===== src/rtl/ntt_seq.sv =====
// Command sequencer for the NTT address/enable FSM: issues RADIX codes for the
// exact beat count, holds DONE codes while the write pipeline drains, checks done_flag.
module ntt_seq #(
    parameter int DRAIN_CYCLES = 14,
    parameter int R2_BEATS     = 32,
    parameter int R4_BEATS     = 96
) (
    input  logic       clk,
    input  logic       rst,
    input  logic       start,
    input  logic [1:0] mode,
    input  logic [1:0] done_flag,
    output logic [2:0] conf,
    output logic       busy,
    output logic       done,
    output logic       err
);

    localparam int DW = $clog2(DRAIN_CYCLES + 1);

    localparam logic [6:0]    R2_LAST    = 7'(R2_BEATS - 1);
    localparam logic [6:0]    R4_LAST    = 7'(R4_BEATS - 1);
    localparam logic [DW-1:0] DRAIN_LAST = DW'(DRAIN_CYCLES - 1);

    localparam logic [1:0] MODE_NONE = 2'b00;
    localparam logic [1:0] MODE_R4   = 2'b10;
    localparam logic [1:0] MODE_MIX  = 2'b11;
    localparam logic [1:0] FLAG_NONE = 2'b00;
    localparam logic [1:0] FLAG_R2   = 2'b01;
    localparam logic [1:0] FLAG_R4   = 2'b10;

    // Encoding equals the conf command code, so conf is just the registered next state.
    typedef enum logic [2:0] {
        S_IDLE     = 3'd0,
        S_R2       = 3'd1,
        S_R4       = 3'd2,
        S_R2_DRAIN = 3'd3,
        S_R4_DRAIN = 3'd4
    } state_t;

    state_t        state, state_nxt;
    logic [6:0]    beat_cnt, beat_nxt;
    logic [DW-1:0] drain_cnt, drain_nxt;
    logic [1:0]    mode_q, mode_nxt;
    logic          err_nxt;
    logic          done_nxt;

    always_comb begin
        // NOTE: every signal gets a default before the case so no path leaves one unassigned (no latches).
        state_nxt = state;
        beat_nxt  = beat_cnt;
        drain_nxt = drain_cnt;
        mode_nxt  = mode_q;
        err_nxt   = err;
        done_nxt  = 1'b0;

        case (state)
            S_IDLE: begin
                // The done cycle itself is not an accept window.
                if (start && mode != MODE_NONE && !done) begin
                    mode_nxt  = mode;
                    err_nxt   = 1'b0;
                    beat_nxt  = '0;
                    state_nxt = (mode == MODE_R4) ? S_R4 : S_R2;
                end
            end

            S_R2: begin
                if (done_flag != FLAG_NONE) err_nxt = 1'b1;
                if (beat_cnt == R2_LAST) begin
                    beat_nxt  = '0;
                    drain_nxt = '0;
                    state_nxt = S_R2_DRAIN;
                end else begin
                    beat_nxt = beat_cnt + 7'd1;
                end
            end

            S_R4: begin
                if (done_flag != FLAG_NONE) err_nxt = 1'b1;
                if (beat_cnt == R4_LAST) begin
                    beat_nxt  = '0;
                    drain_nxt = '0;
                    state_nxt = S_R4_DRAIN;
                end else begin
                    beat_nxt = beat_cnt + 7'd1;
                end
            end

            S_R2_DRAIN: begin
                // The address FSM sees conf one cycle late, so its last-beat flag lands here.
                if (drain_cnt == '0 && done_flag != FLAG_R2) err_nxt = 1'b1;
                if (drain_cnt == DRAIN_LAST) begin
                    drain_nxt = '0;
                    if (mode_q == MODE_MIX) begin
                        beat_nxt  = '0;
                        state_nxt = S_R4;
                    end else begin
                        state_nxt = S_IDLE;
                        done_nxt  = 1'b1;
                    end
                end else begin
                    drain_nxt = drain_cnt + DW'(1);
                end
            end

            S_R4_DRAIN: begin
                if (drain_cnt == '0 && done_flag != FLAG_R4) err_nxt = 1'b1;
                if (drain_cnt == DRAIN_LAST) begin
                    drain_nxt = '0;
                    state_nxt = S_IDLE;
                    done_nxt  = 1'b1;
                end else begin
                    drain_nxt = drain_cnt + DW'(1);
                end
            end

            default: begin
                state_nxt = S_IDLE;
                beat_nxt  = '0;
                drain_nxt = '0;
            end
        endcase
    end

    always_ff @(posedge clk) begin
        // NOTE: non-blocking assignments so every register samples pre-edge values.
        if (rst) begin
            state     <= S_IDLE;
            beat_cnt  <= '0;
            drain_cnt <= '0;
            mode_q    <= MODE_NONE;
            conf      <= 3'd0;
            busy      <= 1'b0;
            done      <= 1'b0;
            err       <= 1'b0;
        end else begin
            state     <= state_nxt;
            beat_cnt  <= beat_nxt;
            drain_cnt <= drain_nxt;
            mode_q    <= mode_nxt;
            conf      <= state_nxt;
            busy      <= (state_nxt != S_IDLE);
            done      <= done_nxt;
            err       <= err_nxt;
        end
    end

endmodule


===== config.mk =====
export PLATFORM = sky130hd
export DESIGN_NAME = ntt_seq
export DESIGN_NICKNAME = d
export VERILOG_FILES = /design/src/rtl/ntt_seq.sv
export SDC_FILE = /design/constraint.sdc
export NUM_CORES = 1
export LEC_CHECK = 0
export CAP_MARGIN = 20
export CORE_ASPECT_RATIO = 0.8
export CORE_UTILIZATION = 46
export CTS_CLUSTER_SIZE = 14
export DETAILED_ROUTE_END_ITERATION = 8
export PLACE_DENSITY = 0.71
export SETUP_SLACK_MARGIN = 0.4
export SYNTH_ARGS = -nofsm -noshare
export SYNTH_HDL_FRONTEND = slang
export SYNTH_SLANG_ARGS = --single-unit

===== constraint.sdc =====
create_clock -name clk -period 2.6 [get_ports clk]
set_input_delay 0.26 -clock clk [delete_from_list [all_inputs] [get_ports clk]]
set_output_delay 0.26 -clock clk [all_outputs]
set_load 0.01 [all_outputs]

==> results.ini <==
[grt]
grt_usage = 0.201
grt_pass1_wl_um = 4120
gr-total-overflow = 0
grt_max_degree = 20
antenna_found_initial = 0
grt_pass1_vias = 927

[setup_path]
crit_fanout = 19
r2r-end = beat_cnt[4]
reg2reg_from = state[1]
r2r_cells = 4
cp_top_family = flip-flops
path_buf_inv = 1
startpoint_type = flop
end_kind = output port
max_stage_delay_ns = 0.75
critPathArrivalTime_ns = 1.71
crit_slowest_cell = dfxtp_1
path_class = flop to output port
cp.required_ns = 2.34
r2r_slack_ns = 0.75
crit_path_cell_trace = clkdlybuf4s50_1

[routing]
wl_um = 2500
dr.pass1.iters = 4
drcViolationCount = 0
vias = 1114
antenna_left = 0
wl_per_cell_um = 13.3
via_per_inst = 5.93
detail_route.iter0.violations = 31

[min_path]
hold_end = mode_q[0]
hold_start = mode_q[0]
hold_path_class = flop to flop
whs_path_depth = 2

[synth]
synth_top_family_by_area = simple AND/OR/NAND/NOR gates
ys.flop_type = dfxtp_1
synth_mux_area_frac = 0
syn_nets = 157
synthDistinctLibCells = 44
synth.avg_cell_area_um2 = 8.00
mappedNetlistArea_mm2 = 0.00117
synth_edf_count = 0
yosysSeqAreaShare = 0.325
synth_compound_area_frac = 0.268
ys_ff_latch = 19
synth_top_cell_by_area = dfxtp_1
synth_simple_gate_area_frac = 0.276
yosysTopAreaCellShare = 0.325
yosysWarnings = 0
synthXorXnorAreaFrac = 0.0150
synth_area_leaders = dfxtp_1 33%, ha_1 4.3%, a21oi_1 3.9%
synthArstFlopShare = 0
synth_fa_ha_area_frac = 0.0428
netlist_instances = 146

[timing]
skew_ns = 0.00466
slew_headroom = 0.564
maxSlewViolCount = 0
fin_crit_ns = 1.97
hold_ws_ns = 0.509
fin_crit_sh = 0.756
worstMarginPinSlew_ns = 0.653
hold_viol = 0
rsz0062_at_grt = no
final-setup-viol-count = 0
finalSetupTns_ns = 0
fmax_mhz = 509

[final_layout]
drive_gt1_frac = 0.0519
fill_cells = 231
fin_cells = 188
syn_to_final_growth_pct = 12.7
fin_nets = 166
stdcell_area_mm2 = 0.00132
antenna_cells = 0

[clocking]
clockBufferDepth = 2
cts_buffers = 3
cts_setup_buffers = 0
root_buffer = clkbuf_4
cts_tree = done
postCtsHoldBufs = 0
h-tree-depth = 1
cts.reportedPaths.clkPinSlew_ns = 0.11
cts_resized = 0
clk_latency_ns = 0.30
clock-sinks = 19

[floorplanning]
rows = 15
die_y_um = 47.1
ios = 13
dieWidth_um = 58.4
die_area_mm2 = 0.00275
core_mm2 = 0.00227
start_util = 0.515

[placed_design]
gp_congestion = 0.833
placed_area_mm2 = 0.00129
dp_hpwl_um = 1790
post-place-cells = 184
io_buffers = 12

[pwr]
power_density_mw_per_mm2 = 419
ir_drop_uv = 281
p_leak_uw = 0.000444

[job]
maxCapViolations = 0

[status]
outcome = complete, no violations

[registers in the layout, indices dropped and copies added, names as in the netlist]
signal / cells
drain_cnt: 4
done: 1
busy: 1
err: 1
mode_q: 2
beat_cnt: 7
state: 3
[synthesized netlist by cell type, drive strengths merged (4+ instances only)]
| library cell | n |
|---|---|
| and3 | 4 |
| buf | 5 |
| clkbuf | 4 |
| dfxtp | 19 |
| nor2 | 9 |
| a311oi | 5 |
| o21ai | 9 |
| nand2 | 8 |
| ha | 4 |
| nor3 | 8 |
| nand3 | 7 |
| a31oi | 6 |
| a21oi | 10 |
| inv | 10 |
[report_power, final]
group          total, uW  internal [uW]  switching [uW]
Sequential           317            301            16.5
Clock                153           59.8            92.9
Combinational       81.3           42.0            39.3
Total                551            403             149
[worst reg2reg max path, delay by kind of cell (launching register included)]
kind	cells	cell delay, ns
flip-flops	1	0.75
AO/OA/AOI/OAI	2	0.61
AND/OR/NAND/NOR	2	0.41
[stage by stage]
stage	worst slack, ns	util	power, uW
global route	0.540	0.580	578
global placement	0.750	0.569	403
floorplan	1.07	-	375
detailed placement	0.718	0.569	405
finish	0.635	0.580	551
CTS	0.629	0.580	557
[routing by layer]
metal	routed length, um	part of all wire	GRT usage	vias up
li1	-	-	-	565
met1	1310	0.52	0.274	518
met2	1050	0.42	0.324	29
met3	124	0.050	0.0579	2
met4	15	0.0060	0.0429	0
met5	0	0	0	-
[layout by cell type, fill, tap and decap left out, types with 3 or more instances in the layout]
master | netlist | final
inv_1 | 10 | 10
clkbuf_4 | 0 | 3
nand3b_1 | 3 | 3
nor3_1 | 8 | 8
a31oi_1 | 6 | 6
nor3b_1 | 3 | 3
o21ai_0 | 9 | 9
nand2_1 | 8 | 8
dfxtp_1 | 19 | 19
a311oi_1 | 4 | 4
and3_1 | 4 | 4
clkdlybuf4s50_1 | 0 | 12
a21oi_1 | 9 | 9
nor2_1 | 9 | 9
nor2b_1 | 3 | 3
nand3_1 | 7 | 7
ha_1 | 4 | 4
[worst max-delay path by stage]
stage                 start  cells past startpoint  slack, ns            to
3_5_place_dp          start                      5       0.72           err
4_1_cts            state[1]                      1       0.63       conf[1]
3_3_place_gp          start                      5       0.75           err
5_1_grt         beat_cnt[0]                      5       0.54  drain_cnt[3]
6_report           state[1]                      1       0.63       conf[1]
2_1_floorplan  drain_cnt[1]                      7       1.07   beat_cnt[2]
[layout make-up]
cell class | count | area (um2) | share of cell area
Clock buffer | 4 | 26.3 | 0.0199
Sequential cell | 19 | 380 | 0.289
Inverter | 10 | 37.5 | 0.0285
Tap cell | 34 | 42.5 | 0.0323
Timing Repair Buffer | 13 | 128 | 0.0969
Multi-Input combinational cell | 108 | 703 | 0.534
[kinds of logic after synthesis]
group	after synthesis
AND/OR/NAND/NOR	57
AO/OA/AOI/OAI	45
buffers and inverters	19
flip-flops	19
adder cells (fa/ha/maj)	4
XOR/XNOR	2
Note: power is estimated with default switching activity, not from simulation.
